[config.mk]
export PLATFORM = sky130hd
export DESIGN_NAME = mem_port_arbiter
export DESIGN_NICKNAME = d
export VERILOG_FILES = /design/src/rtl/cache_pkg.sv /design/src/rtl/mem_port_arbiter_rr_pick2.sv /design/src/rtl/mem_port_arbiter.sv
export SDC_FILE = /design/constraint.sdc
export NUM_CORES = 1
export LEC_CHECK = 0
export ABC_AREA = 1
export BUFFER_PORTS_ARGS = -buffer_cell sky130_fd_sc_hd__buf_4
export CORE_AREA = 2 2 106 108
export CTS_CLUSTER_DIAMETER = 40
export CTS_CLUSTER_SIZE = 20
export DETAILED_ROUTE_END_ITERATION = 6
export DIE_AREA = 0 0 108 110
export GPL_ROUTABILITY_DRIVEN = 1
export SLEW_MARGIN = 30
export SYNTH_ARGS = -nofsm -noshare
export SYNTH_HDL_FRONTEND = slang
export SYNTH_SLANG_ARGS = --single-unit
[constraint.sdc]
create_clock -name clk -period 3 [get_ports clk]
set_clock_uncertainty 0.15 [all_clocks]
set_input_delay 0.45 -clock clk [delete_from_list [all_inputs] [get_ports clk]]
set_output_delay 0.45 -clock clk [all_outputs]
set_load 0.005 [all_outputs]
[src/rtl/cache_pkg.sv]
// Shared definitions for the cache memory-port logic.
//   arb_state_t  : state of the memory port arbiter
//   REQ_I/REQ_D  : requester ids, also used as the round-robin "last" value
//   BLOCK_WORDS  : words per cache block, derived from `CACHE_B
`ifndef CACHE_B
`define CACHE_B 4
`endif

package cache_pkg;

    typedef enum logic [1:0] {
        ARB_IDLE    = 2'd0,
        ARB_BURST_I = 2'd1,
        ARB_BURST_D = 2'd2
    } arb_state_t;

    localparam logic REQ_I = 1'b0;
    localparam logic REQ_D = 1'b1;

    // `CACHE_B counts byte-offset bits; two of them select the byte within a word.
    localparam int BLOCK_WORDS = 2 ** (`CACHE_B - 2);

endpackage

[src/rtl/mem_port_arbiter_rr_pick2.sv]
// Two-input round-robin selector.
//   req[1:0] : in  request vector, index REQ_I / REQ_D
//   last     : in  id of the requester that finished the previous burst
//   valid    : out at least one request present
//   winner   : out chosen requester id (meaningful only when valid)
// Purely combinational; the parent keeps `last` in a register.
module rr_pick2
    import cache_pkg::*;
(
    input  logic [1:0] req,
    input  logic       last,
    output logic       valid,
    output logic       winner
);

    always_comb begin
        valid  = |req;
        winner = REQ_I;
        if (req == 2'b11) begin
            // Tie: the requester that was not served last goes next.
            winner = ~last;
        end else if (req[REQ_D]) begin
            winner = REQ_D;
        end
    end

endmodule

[src/rtl/mem_port_arbiter.sv]
// Memory port arbiter: shares one external memory port between the I-cache
// and D-cache controllers. Each grant is locked for a whole-block burst of
// BLOCK_WORDS beats; arbitration between bursts is round-robin. The arbiter
// generates the word offset so the cache controllers only stream data.
//
// Ports
//   clk, reset           : clock; asynchronous active-low reset
//   i_req/i_we/i_addr/i_wdata : I-side burst request, direction, block base, write word
//   i_ready, i_offset    : I-side beat accepted this cycle, word index of current beat
//   d_*                  : same set for the D-cache
//   rdata                : m_rdata forwarded to both sides, qualified by x_ready
//   m_en/m_we/m_addr/m_wdata : memory access request
//   m_ready, m_rdata     : memory completes the current beat / read data
//   dbg_state, dbg_count : current arbiter state and beat counter
//
// Handshake: a beat transfers in the cycle where m_en && m_ready. In that
// same cycle the granted side sees x_ready = 1 (its write word was taken or
// rdata is valid) and advances its data for the next offset. A requester
// holds x_req, x_we and x_addr steady until its last beat; dropping x_req
// early aborts the burst.
module mem_port_arbiter
    import cache_pkg::*;
#(
    parameter int OFFSET_WIDTH = `CACHE_B,
    parameter int ADDR_WIDTH   = 32,
    parameter int DATA_WIDTH   = 32
) (
    input  logic                    clk,
    input  logic                    reset,

    input  logic                    i_req,
    input  logic                    i_we,
    input  logic [ADDR_WIDTH-1:0]   i_addr,
    input  logic [DATA_WIDTH-1:0]   i_wdata,
    output logic                    i_ready,
    output logic [OFFSET_WIDTH-3:0] i_offset,

    input  logic                    d_req,
    input  logic                    d_we,
    input  logic [ADDR_WIDTH-1:0]   d_addr,
    input  logic [DATA_WIDTH-1:0]   d_wdata,
    output logic                    d_ready,
    output logic [OFFSET_WIDTH-3:0] d_offset,

    output logic [DATA_WIDTH-1:0]   rdata,

    output logic                    m_en,
    output logic                    m_we,
    output logic [ADDR_WIDTH-1:0]   m_addr,
    output logic [DATA_WIDTH-1:0]   m_wdata,
    input  logic                    m_ready,
    input  logic [DATA_WIDTH-1:0]   m_rdata,

    output arb_state_t              dbg_state,
    output logic [OFFSET_WIDTH-3:0] dbg_count
);

    localparam int CW = OFFSET_WIDTH - 2;
    localparam logic [CW-1:0] LAST_BEAT = {CW{1'b1}};

    arb_state_t    state_q, state_d;
    logic [CW-1:0] count_q, count_d;
    logic          last_q, last_d;

    logic          pick_valid;
    logic          pick_winner;

    // Fields of whichever requester currently owns the port.
    logic                  busy;
    logic                  gnt;
    logic                  sel_req;
    logic                  sel_we;
    logic [ADDR_WIDTH-1:0] sel_addr;
    logic [DATA_WIDTH-1:0] sel_wdata;

    // Offset bits of the requester addresses are replaced by the counter.
    logic unused_addr_bits;
    assign unused_addr_bits = ^{i_addr[OFFSET_WIDTH-1:0], d_addr[OFFSET_WIDTH-1:0]};

    rr_pick2 u_pick (
        .req    ({d_req, i_req}),
        .last   (last_q),
        .valid  (pick_valid),
        .winner (pick_winner)
    );

    assign busy      = (state_q == ARB_BURST_I) || (state_q == ARB_BURST_D);
    assign gnt       = (state_q == ARB_BURST_D) ? REQ_D : REQ_I;
    assign sel_req   = (gnt == REQ_D) ? d_req   : i_req;
    assign sel_we    = (gnt == REQ_D) ? d_we    : i_we;
    assign sel_addr  = (gnt == REQ_D) ? d_addr  : i_addr;
    assign sel_wdata = (gnt == REQ_D) ? d_wdata : i_wdata;

    always_ff @(posedge clk or negedge reset) begin
        if (!reset) begin
            state_q <= ARB_IDLE;
            count_q <= '0;
            last_q  <= REQ_D;   // so I wins the first tie
        end else begin
            state_q <= state_d;
            count_q <= count_d;
            last_q  <= last_d;
        end
    end

    always_comb begin
        state_d = state_q;
        count_d = count_q;
        last_d  = last_q;

        if (!busy) begin
            // Covers ARB_IDLE and the unused encoding, which recovers to idle.
            state_d = ARB_IDLE;
            count_d = '0;
            if (pick_valid) begin
                state_d = (pick_winner == REQ_D) ? ARB_BURST_D : ARB_BURST_I;
            end
        end else if (!sel_req) begin
            // Abort: a beat completing this cycle is still delivered but not
            // counted, and the round-robin history is left alone.
            state_d = ARB_IDLE;
            count_d = '0;
        end else if (m_ready) begin
            if (count_q == LAST_BEAT) begin
                state_d = ARB_IDLE;
                count_d = '0;
                last_d  = gnt;
            end else begin
                count_d = count_q + CW'(1);
            end
        end
    end

    always_comb begin
        m_en     = 1'b0;
        m_we     = 1'b0;
        m_addr   = '0;
        m_wdata  = '0;
        rdata    = '0;
        i_ready  = 1'b0;
        d_ready  = 1'b0;
        i_offset = '0;
        d_offset = '0;

        if (busy) begin
            m_en    = 1'b1;
            m_we    = sel_we;
            m_addr  = {sel_addr[ADDR_WIDTH-1:OFFSET_WIDTH], count_q, 2'b00};
            m_wdata = sel_wdata;
            rdata   = m_rdata;
            if (gnt == REQ_D) begin
                d_ready  = m_ready;
                d_offset = count_q;
            end else begin
                i_ready  = m_ready;
                i_offset = count_q;
            end
        end
    end

    assign dbg_state = state_q;
    assign dbg_count = count_q;

endmodule

==> flow_summary.json, run 1 <==
{
  "place_hpwl_mm": 6.49,
  "crit_arrival_ns": 2.10,
  "tightest_slew_ns": 0.537,
  "htree_levels": 1,
  "antenna_found_initial": 0,
  "clkLatencyLatePin_ns": 0.22,
  "grt_max_degree": 42,
  "fin_tns_setup_ns": 0,
  "place_inst": 703,
  "period_share_pct": 90.0,
  "cts-resized-gates": 0,
  "clkSlewWorstSetupHoldPaths_ns": 0.03,
  "cts-root-buf": "clkbuf_8",
  "slew_headroom_pct": 64.2,
  "outcome": "completed",
  "holdBufCountCts": 1,
  "fin_nets": 738,
  "finalSetupViolCount": 0,
  "port_buffers": 264,
  "cts_tree": "built",
  "ant_nets": 0,
  "slowest_delay_ns": 0.52,
  "avgSynthCellArea_um2": 4.86,
  "worstSetupPathType": "reg2out",
  "crit_family": "buffers and inverters",
  "peakVddDrop_mv": 0.550,
  "num_rows": 38,
  "gp_congestion": 0.806,
  "cp.required_ns": 2.40,
  "power.leakage_nw": 2.12,
  "critPathSlowestCell": "ha_2",
  "wirelength_mm": 8.00,
  "firstDrtPassIters": 4,
  "drive_gt1_share_pct": 50.9,
  "clk_path_buf_depth": 2,
  "syn-cell-area_um2": 1560,
  "groute.usage.overall_pct": 11.4,
  "core-area_um2": 10700,
  "yosysWarnings": 0,
  "antennaDiodeCount": 0,
  "vias": 2845,
  "slew_violations": 0,
  "grt_pass1_vias": 2518,
  "max-cap-violations": 0,
  "p_per_area_nw_per_um2": 959,
  "netlist_top_cells_area": "nor2_1 (36%), o21ai_0 (20%), inv_1 (9.2%)",
  "initial_core_util_pct": 14.5,
  "rrSetupSlack_ns": 0.94,
  "finalNonFillerCells": 708,
  "end_kind": "output port",
  "vias_per_cell": 4.02,
  "drtIter0Drc": 126,
  "grt_first_pass_wirelength_mm": 11.3,
  "dieArea_um2": 11900,
  "cts_buffers": 3,
  "cts_setup_buffers": 0,
  "drc_errors": 0,
  "area_growth_pct": 133,
  "synth_seq_cells": 5,
  "start_kind": "flip-flop",
  "die_w_um": 108,
  "wl_per_cell_um": 11.3,
  "cts.sinks": 5,
  "critPathBufInv": 4,
  "max_freq_mhz": 371,
  "io_pins": 275,
  "overflow": 0,
  "period_minus_slack_ns": 2.70,
  "critical_path_peak_fanout": 38,
  "netlist_instances": 320,
  "crit_chain": "inv_1, ha_2, inv_4, buf_12, nor2_1, nor2_1, buf_4",
  "synth_top_cell_by_area": "nor2_1",
  "grt_setup_unrepaired": "false",
  "ys_types": 25,
  "yosysTopAreaCellShare_pct": 35.9,
  "dieHeight_um": 110,
  "seq_area_frac_synth_pct": 8.12,
  "hold_violations": 0,
  "hold_path_class": "reg2reg",
  "cp_common_cell": "nor2_1"
}
## cell usage in the layout (no fill, tap or decap), types with 2 or more instances in the layout
cell      netlist  routed
nand3_1         3       3
nor3_1          4       4
nor2_2         10      10
conb_1          1       2
nand2_1        11      11
nor2_1        149     149
o21ai_0        61      61
dfrtp_1         4       4
buf_4           3     268
clkbuf_8        0       3
nand2_2         2       2
inv_1          38      38
o21ai_1         2       2
## report_power, final
group / switching (W) / internal (W) / leakage, nW
Sequential: 0.0000163 / 0.0000884 / 0.0634
Combinational: 0.00165 / 0.00160 / 2.04
Clock: 0.0000296 / 0.0000909 / 0.0228
## worst reg2reg max path: stages (launching register included)
cell and delay [ns]:
dfrtp_1 0.38, inv_1 0.07, ha_2 0.27, inv_2 0.29
buf_4 0.34, nand2_1 0.16, inv_1 0.09, nand3_1 0.10
o21ai_1 0.14
## kinds of logic (layout without fill, tap and decap cells)
| kind of cell | count (synthesis) | after routing | synth area share (%) |
|---|---|---|---|
| AO/OA/AOI/OAI | 65 | 65 | 21.1 |
| adder cells (fa/ha/maj) | 2 | 2 | 1.61 |
| buffers and inverters | 67 | 314 | 22.6 |
| flip-flops | 5 | 5 | 8.12 |
| other | 1 | 2 | 0.241 |
| AND/OR/NAND/NOR | 180 | 180 | 46.3 |
## cells in the mapped netlist
library cell and instances:
clkbuf_1 5, dfrtp_1 4, nor2_2 10, nor3_1 4, buf_6 6, inv_2 1, buf_4 3, o22ai_1 1
buf_8 1, inv_1 38, inv_4 1, nand3_2 1, nor2_1 149, o21ai_1 2, ha_1 2, buf_2 8
nand2_1 11, nand2_2 2, o21ai_0 61, nand3_1 3, dfstp_2 1, clkbuf_2 3, conb_1 1, o211ai_1 1
buf_12 1
## final timing paths
| path | from | endpoint | cells past startpoint |
|---|---|---|---|
| max | dbg_state[0] | m_we | 7 |
| min | last_q | last_q | 2 |
| max reg2reg | dbg_state[0] | last_q | 8 |
| min reg2reg | last_q | last_q | 2 |
| max in group asynchronous | reset | last_q | 2 |
| min in group asynchronous | reset | dbg_count[1] | 2 |
## flip-flops by register name, summed over array words and instances (netlist names)
signal     flops
last_q         1
dbg_count      2
dbg_state      2
## final cells by class
| class | count | area [µm²] |
|---|---|---|
| Fill cell | 1148 | 7070 |
| Sequential cell | 5 | 126 |
| Clock buffer | 4 | 45.0 |
| Multi-Input combinational cell | 249 | 1080 |
| Timing Repair Buffer | 270 | 2040 |
| Inverter | 40 | 153 |
| Tap cell | 140 | 175 |
## stage by stage
step,setup slack (ns),utilization [%],power (W),hold WS (ns),area [µm²]
2_1_floorplan,1.13,-,0.00176,0.00441,1560
3_3_place_gp,0.470,33.4,0.00335,0.102,3570
3_5_place_dp,0.457,33.4,0.00341,0.103,3570
4_1_cts,0.223,33.9,0.00354,0.341,3630
5_1_grt,0.0519,33.9,0.00387,0.355,3630
6_report,0.301,33.9,0.00348,0.339,3630
## per-layer routing
layer  vias to the layer above  wire length [µm]  GRT usage [%]
met3                         2               782           1.82
met1                      1232              2900           12.2
met5                         -                 0              0
met4                         0                 7           1.56
met2                       147              4310           23.8
li1                       1464                 -              -
Note: power is estimated with default switching activity, not from simulation.
==> run 2: changes to the inputs <==
--- a/config.mk
+++ b/config.mk
@@ -15,2 +15,3 @@
 export GPL_ROUTABILITY_DRIVEN = 1
+export RECOVER_POWER = 100
 export SLEW_MARGIN = 30
==> constraint.sdc (replaced) <==
create_clock -name clk -period 3 [get_ports clk]
set_clock_uncertainty 0.15 [all_clocks]
set_input_delay 0 -clock clk [delete_from_list [all_inputs] [get_ports clk]]
set_output_delay 0 -clock clk [all_outputs]
set_load 0.005 [all_outputs]
==> flow_summary.json, run 2 (synthesis gave the netlist of run 1 again) <==
{
  "grt_max_degree": 66,
  "cp.required_ns": 3.00,
  "worstSetupPathType": "reg2reg",
  "fin_ws_ns": 0.642,
  "max-cap-violations": 0,
  "port_buffers": 264,
  "end_kind": "flip-flop",
  "crit_arrival_ns": 2.36,
  "vias": 2856,
  "utilization_pct": 34.0,
  "grt_pass1_vias": 2519,
  "core-area_um2": 10700,
  "num_rows": 38,
  "cts_buffers": 3,
  "initial_core_util_pct": 14.5,
  "p_per_area_nw_per_um2": 912,
  "worstReg2RegEnd": "dbg_state[1]",
  "groute.usage.overall_pct": 11.1,
  "peakVddDrop_mv": 0.837,
  "fill_cells": 1189,
  "hold_ws_ns": 0.125,
  "wirelength_mm": 7.88,
  "grt_setup_unrepaired": "false",
  "finalSetupViolCount": 0,
  "cts-resized-gates": 0,
  "gp_congestion": 0.849,
  "power_w": 0.00332,
  "antenna_found_initial": 0,
  "final_common_cell": "buf_4",
  "ant_nets": 0,
  "slew_headroom_pct": 50.4,
  "fin_nets": 743,
  "place_hpwl_mm": 6.35,
  "antennaDiodeCount": 0,
  "slew_violations": 0,
  "area_growth_pct": 134,
  "htree_levels": 1,
  "cts_tree": "built",
  "cts_setup_buffers": 0,
  "clk_path_buf_depth": 2,
  "hold_violations": 0,
  "overflow": 0,
  "r2r.worst_path.cells": 5,
  "fin_tns_setup_ns": 0,
  "period_minus_slack_ns": 2.36,
  "cts.sinks": 5,
  "clkLatencyLatePin_ns": 0.22,
  "final_cell_mix": "buf_4 (168), nor2_1 (149), clkbuf_4 (94)",
  "die_w_um": 108,
  "firstDrtPassIters": 4,
  "dp_slack_ns": 0.927,
  "reg2reg_from": "dbg_state[1]",
  "grt_first_pass_wirelength_mm": 11.0,
  "cts-root-buf": "clkbuf_8",
  "max_freq_mhz": 424,
  "start_kind": "flip-flop",
  "clkSlewWorstSetupHoldPaths_ns": 0.03,
  "dieHeight_um": 110,
  "period_share_pct": 78.6,
  "outcome": "completed",
  "power.leakage_nw": 2.07,
  "vias_per_cell": 4.01,
  "wl_per_cell_um": 11.0,
  "drive_gt1_share_pct": 49.4,
  "drtIter0Drc": 124,
  "rrSetupSlack_ns": 0.64,
  "drc_errors": 0,
  "critical_path_peak_fanout": 41,
  "tightest_slew_ns": 0.744,
  "dieArea_um2": 11900,
  "hold_path_class": "in2async",
  "io_pins": 275
}
==> run 2: cell types whose count changed in the layout (fill, tap and decap cells not counted) <==
cell / delta
clkbuf_4: +94
o21ai_0: +2
buf_12: -1
clkbuf_2: +1
dlygate4sd3_1: +5
o21ai_1: -2
buf_4: -100
clkbuf_1: +6
==> run 2: layer usage <==
layer	routed length (µm)	part of all wire, %	global-route usage [%]
met1	2870	36	11.3
met2	4200	53	23.2
met3	790	10	2.12
met5	0	0	0
met4	26	0.33	2.29
==> run 2: worst max path at each step <==
stage,slack (ns),cells past startpoint,from,endpoint
finish,0.64,5,dbg_state[1],dbg_state[1]
global placement,0.96,7,dbg_state[0],m_wdata[26]
detailed placement,0.93,7,dbg_state[0],m_wdata[27]
CTS,0.67,7,dbg_state[0],m_wdata[27]
floorplan,1.52,9,dbg_state[0],last_q
global route,0.45,5,dbg_state[1],dbg_state[1]
==> run 2: cell type report <==
class	count	area [µm²]	share of cell area (%)
multi-input cells	249	1080	29.8
flip-flops and latches	5	126	3.47
repair buffers	275	2050	56.5
inverters	40	153	4.20
well taps	140	175	4.81
clock buffers	4	45.0	1.24
==> run 2: through the flow <==
| step | instance area [µm²] | std cells |
|---|---|---|
| after floorplan | 1560 | 321 |
| after detailed placement | 3560 | 703 |
| final | 3640 | 713 |
| after global routing | 3640 | 713 |
| after CTS | 3660 | 713 |
| after global placement | 3560 | 703 |
==> run 2: what timing repair did <==
item	CTS	global route
endpoints found under the hold margin	9	0
hold buffers	6	0
endpoints found under the setup margin	0	0
==> run 2: report_power, final <==
| part | internal [W] | switching [W] | leakage, nW |
|---|---|---|---|
| Combinational | 0.00147 | 0.00162 | 1.99 |
| Sequential | 0.0000884 | 0.0000166 | 0.0634 |
| Clock | 0.0000910 | 0.0000302 | 0.0228 |
| Total | 0.00165 | 0.00166 | 2.07 |
==> run 2: critical path, cell delays in order, from the launching register on <==
cell,delay [ns]
dfrtp_1,0.40
ha_2,0.35
clkbuf_2,0.58
nand3_1,0.15
dlygate4sd3_1,0.60
nand2_1,0.07
==> run 3: changes to the inputs <==
- clock period: 3 -> 2 ns (I/O delays scaled with it)
==> flow_summary.json, run 3 (synthesis gave the netlist of run 1 again) <==
{
  "outcome": "completed",
  "fin_tns_setup_ns": 0,
  "cts_buffers": 3,
  "multi_input_comb_area_um2": 1080,
  "p_per_area_nw_per_um2": 1400,
  "end_kind": "flip-flop",
  "grt_max_degree": 43,
  "fin_nets": 746,
  "antenna_found_initial": 0,
  "grt_pass1_vias": 2494,
  "firstDrtPassIters": 4,
  "place_hpwl_mm": 6.57,
  "max_freq_mhz": 536,
  "area_growth_pct": 138,
  "dpl_cell_area_um2": 3620,
  "critical_path_peak_fanout": 11,
  "core-area_um2": 10700,
  "utilization_pct": 34.6,
  "clk_path_buf_depth": 2,
  "grt_first_pass_wirelength_mm": 11.1,
  "final_cell_mix": "buf_4 (172), nor2_1 (149), clkbuf_4 (90)",
  "grt_setup_unrepaired": "false",
  "power.leakage_nw": 2.11,
  "clkSlewWorstSetupHoldPaths_ns": 0.03,
  "dieArea_um2": 11900,
  "fill_cells": 1161,
  "dieHeight_um": 110,
  "die_w_um": 108,
  "slew_violations": 0,
  "peakVddDrop_mv": 0.656,
  "hold_path_class": "in2out",
  "period_minus_slack_ns": 1.86,
  "wirelength_mm": 7.73,
  "max-cap-violations": 0,
  "drtIter0Drc": 122,
  "crit_arrival_ns": 1.82,
  "num_rows": 38,
  "regArea_um2": 126,
  "hp-start": "m_rdata[14]",
  "hold_violations": 0,
  "htree_levels": 1,
  "period_share_pct": 93.2,
  "final_common_cell": "buf_4",
  "final_area_um2": 3700,
  "worstSetupPathType": "reg2reg",
  "antennaDiodeCount": 0,
  "cts_tree": "built",
  "r2r.worst_path.cells": 6,
  "hold_ws_ns": 0.126,
  "io_pins": 275,
  "cp.required_ns": 1.95,
  "finalSetupViolCount": 0,
  "cts.sinks": 5,
  "cts_setup_buffers": 0,
  "min_to": "rdata[14]",
  "initial_core_util_pct": 14.5,
  "ant_nets": 0,
  "cts-root-buf": "clkbuf_8",
  "rrSetupSlack_ns": 0.14,
  "groute.usage.overall_pct": 11.1,
  "vias": 2833,
  "vias_per_cell": 3.96,
  "wl_per_cell_um": 10.8,
  "reg2reg_from": "dbg_state[0]",
  "hold_depth": 4,
  "drc_errors": 0,
  "port_buffers": 264,
  "overflow": 0,
  "fin_ws_ns": 0.135,
  "dp_slack_ns": 0.345,
  "drive_gt1_share_pct": 49.5,
  "gp_congestion": 0.818,
  "worstReg2RegEnd": "dbg_state[1]",
  "start_kind": "flip-flop",
  "clkLatencyLatePin_ns": 0.22
}
-- run 3: cell count changes in the layout (fill, tap and decap cells not counted), sizes merged --
cell / before / now
buf: 168 / 177
clkbuf: 105 / 99
-- run 3: power breakdown --
group	switching [W]	internal [W]
Sequential	0.0000229	0.000133
Combinational	0.00243	0.00241
Clock	0.0000447	0.000136
-- run 3: worst max-delay path: stages (launching register included) --
cell	delay [ns]
dfrtp_1	0.35
inv_1	0.05
ha_1	0.33
buf_4	0.19
nand3_1	0.08
dlygate4sd3_1	0.55
nand2_1	0.05
-- run 3: metal layers --
layer | part of all wire (%) | track usage [%]
met1 | 34 | 10.9
met2 | 55 | 23.3
met3 | 11 | 2.59
met4 | 0.39 | 2.01
met5 | 0 | 0
-- run 3: through the flow --
stage | std cells | power (W)
floorplan | 321 | 0.00265
global placement | 706 | 0.00516
detailed placement | 706 | 0.00522
CTS | 716 | 0.00545
global route | 716 | 0.00575
finish | 716 | 0.00518
-- run 3: worst max-delay path by stage --
| stage | startpoint | to | slack (ns) | depth (start not counted) |
|---|---|---|---|---|
| 6_report | dbg_state[0] | dbg_state[1] | 0.14 | 6 |
| 3_5_place_dp | dbg_state[0] | m_wdata[27] | 0.35 | 7 |
| 4_1_cts | dbg_state[0] | m_wdata[27] | 0.11 | 7 |
| 3_3_place_gp | dbg_state[0] | m_wdata[27] | 0.37 | 7 |
| 5_1_grt | dbg_state[0] | m_wdata[0] | 0.05 | 7 |
| 2_1_floorplan | dbg_state[0] | last_q | 0.52 | 9 |
-- run 3: what timing repair did --
action                                 CTS  global route
hold buffers                             6             0
endpoints found under the hold margin    9             0
setup endpoints to repair                0             1
resized for setup                        0             1
-- run 3: final cells by class --
| cell class | count | area share (%) |
|---|---|---|
| Clock buffer | 4 | 1.22 |
| Inverter | 40 | 4.12 |
| Multi-Input combinational cell | 249 | 29.2 |
| Sequential cell | 5 | 3.41 |
| Tap cell | 140 | 4.73 |
| Timing Repair Buffer | 278 | 57.3 |
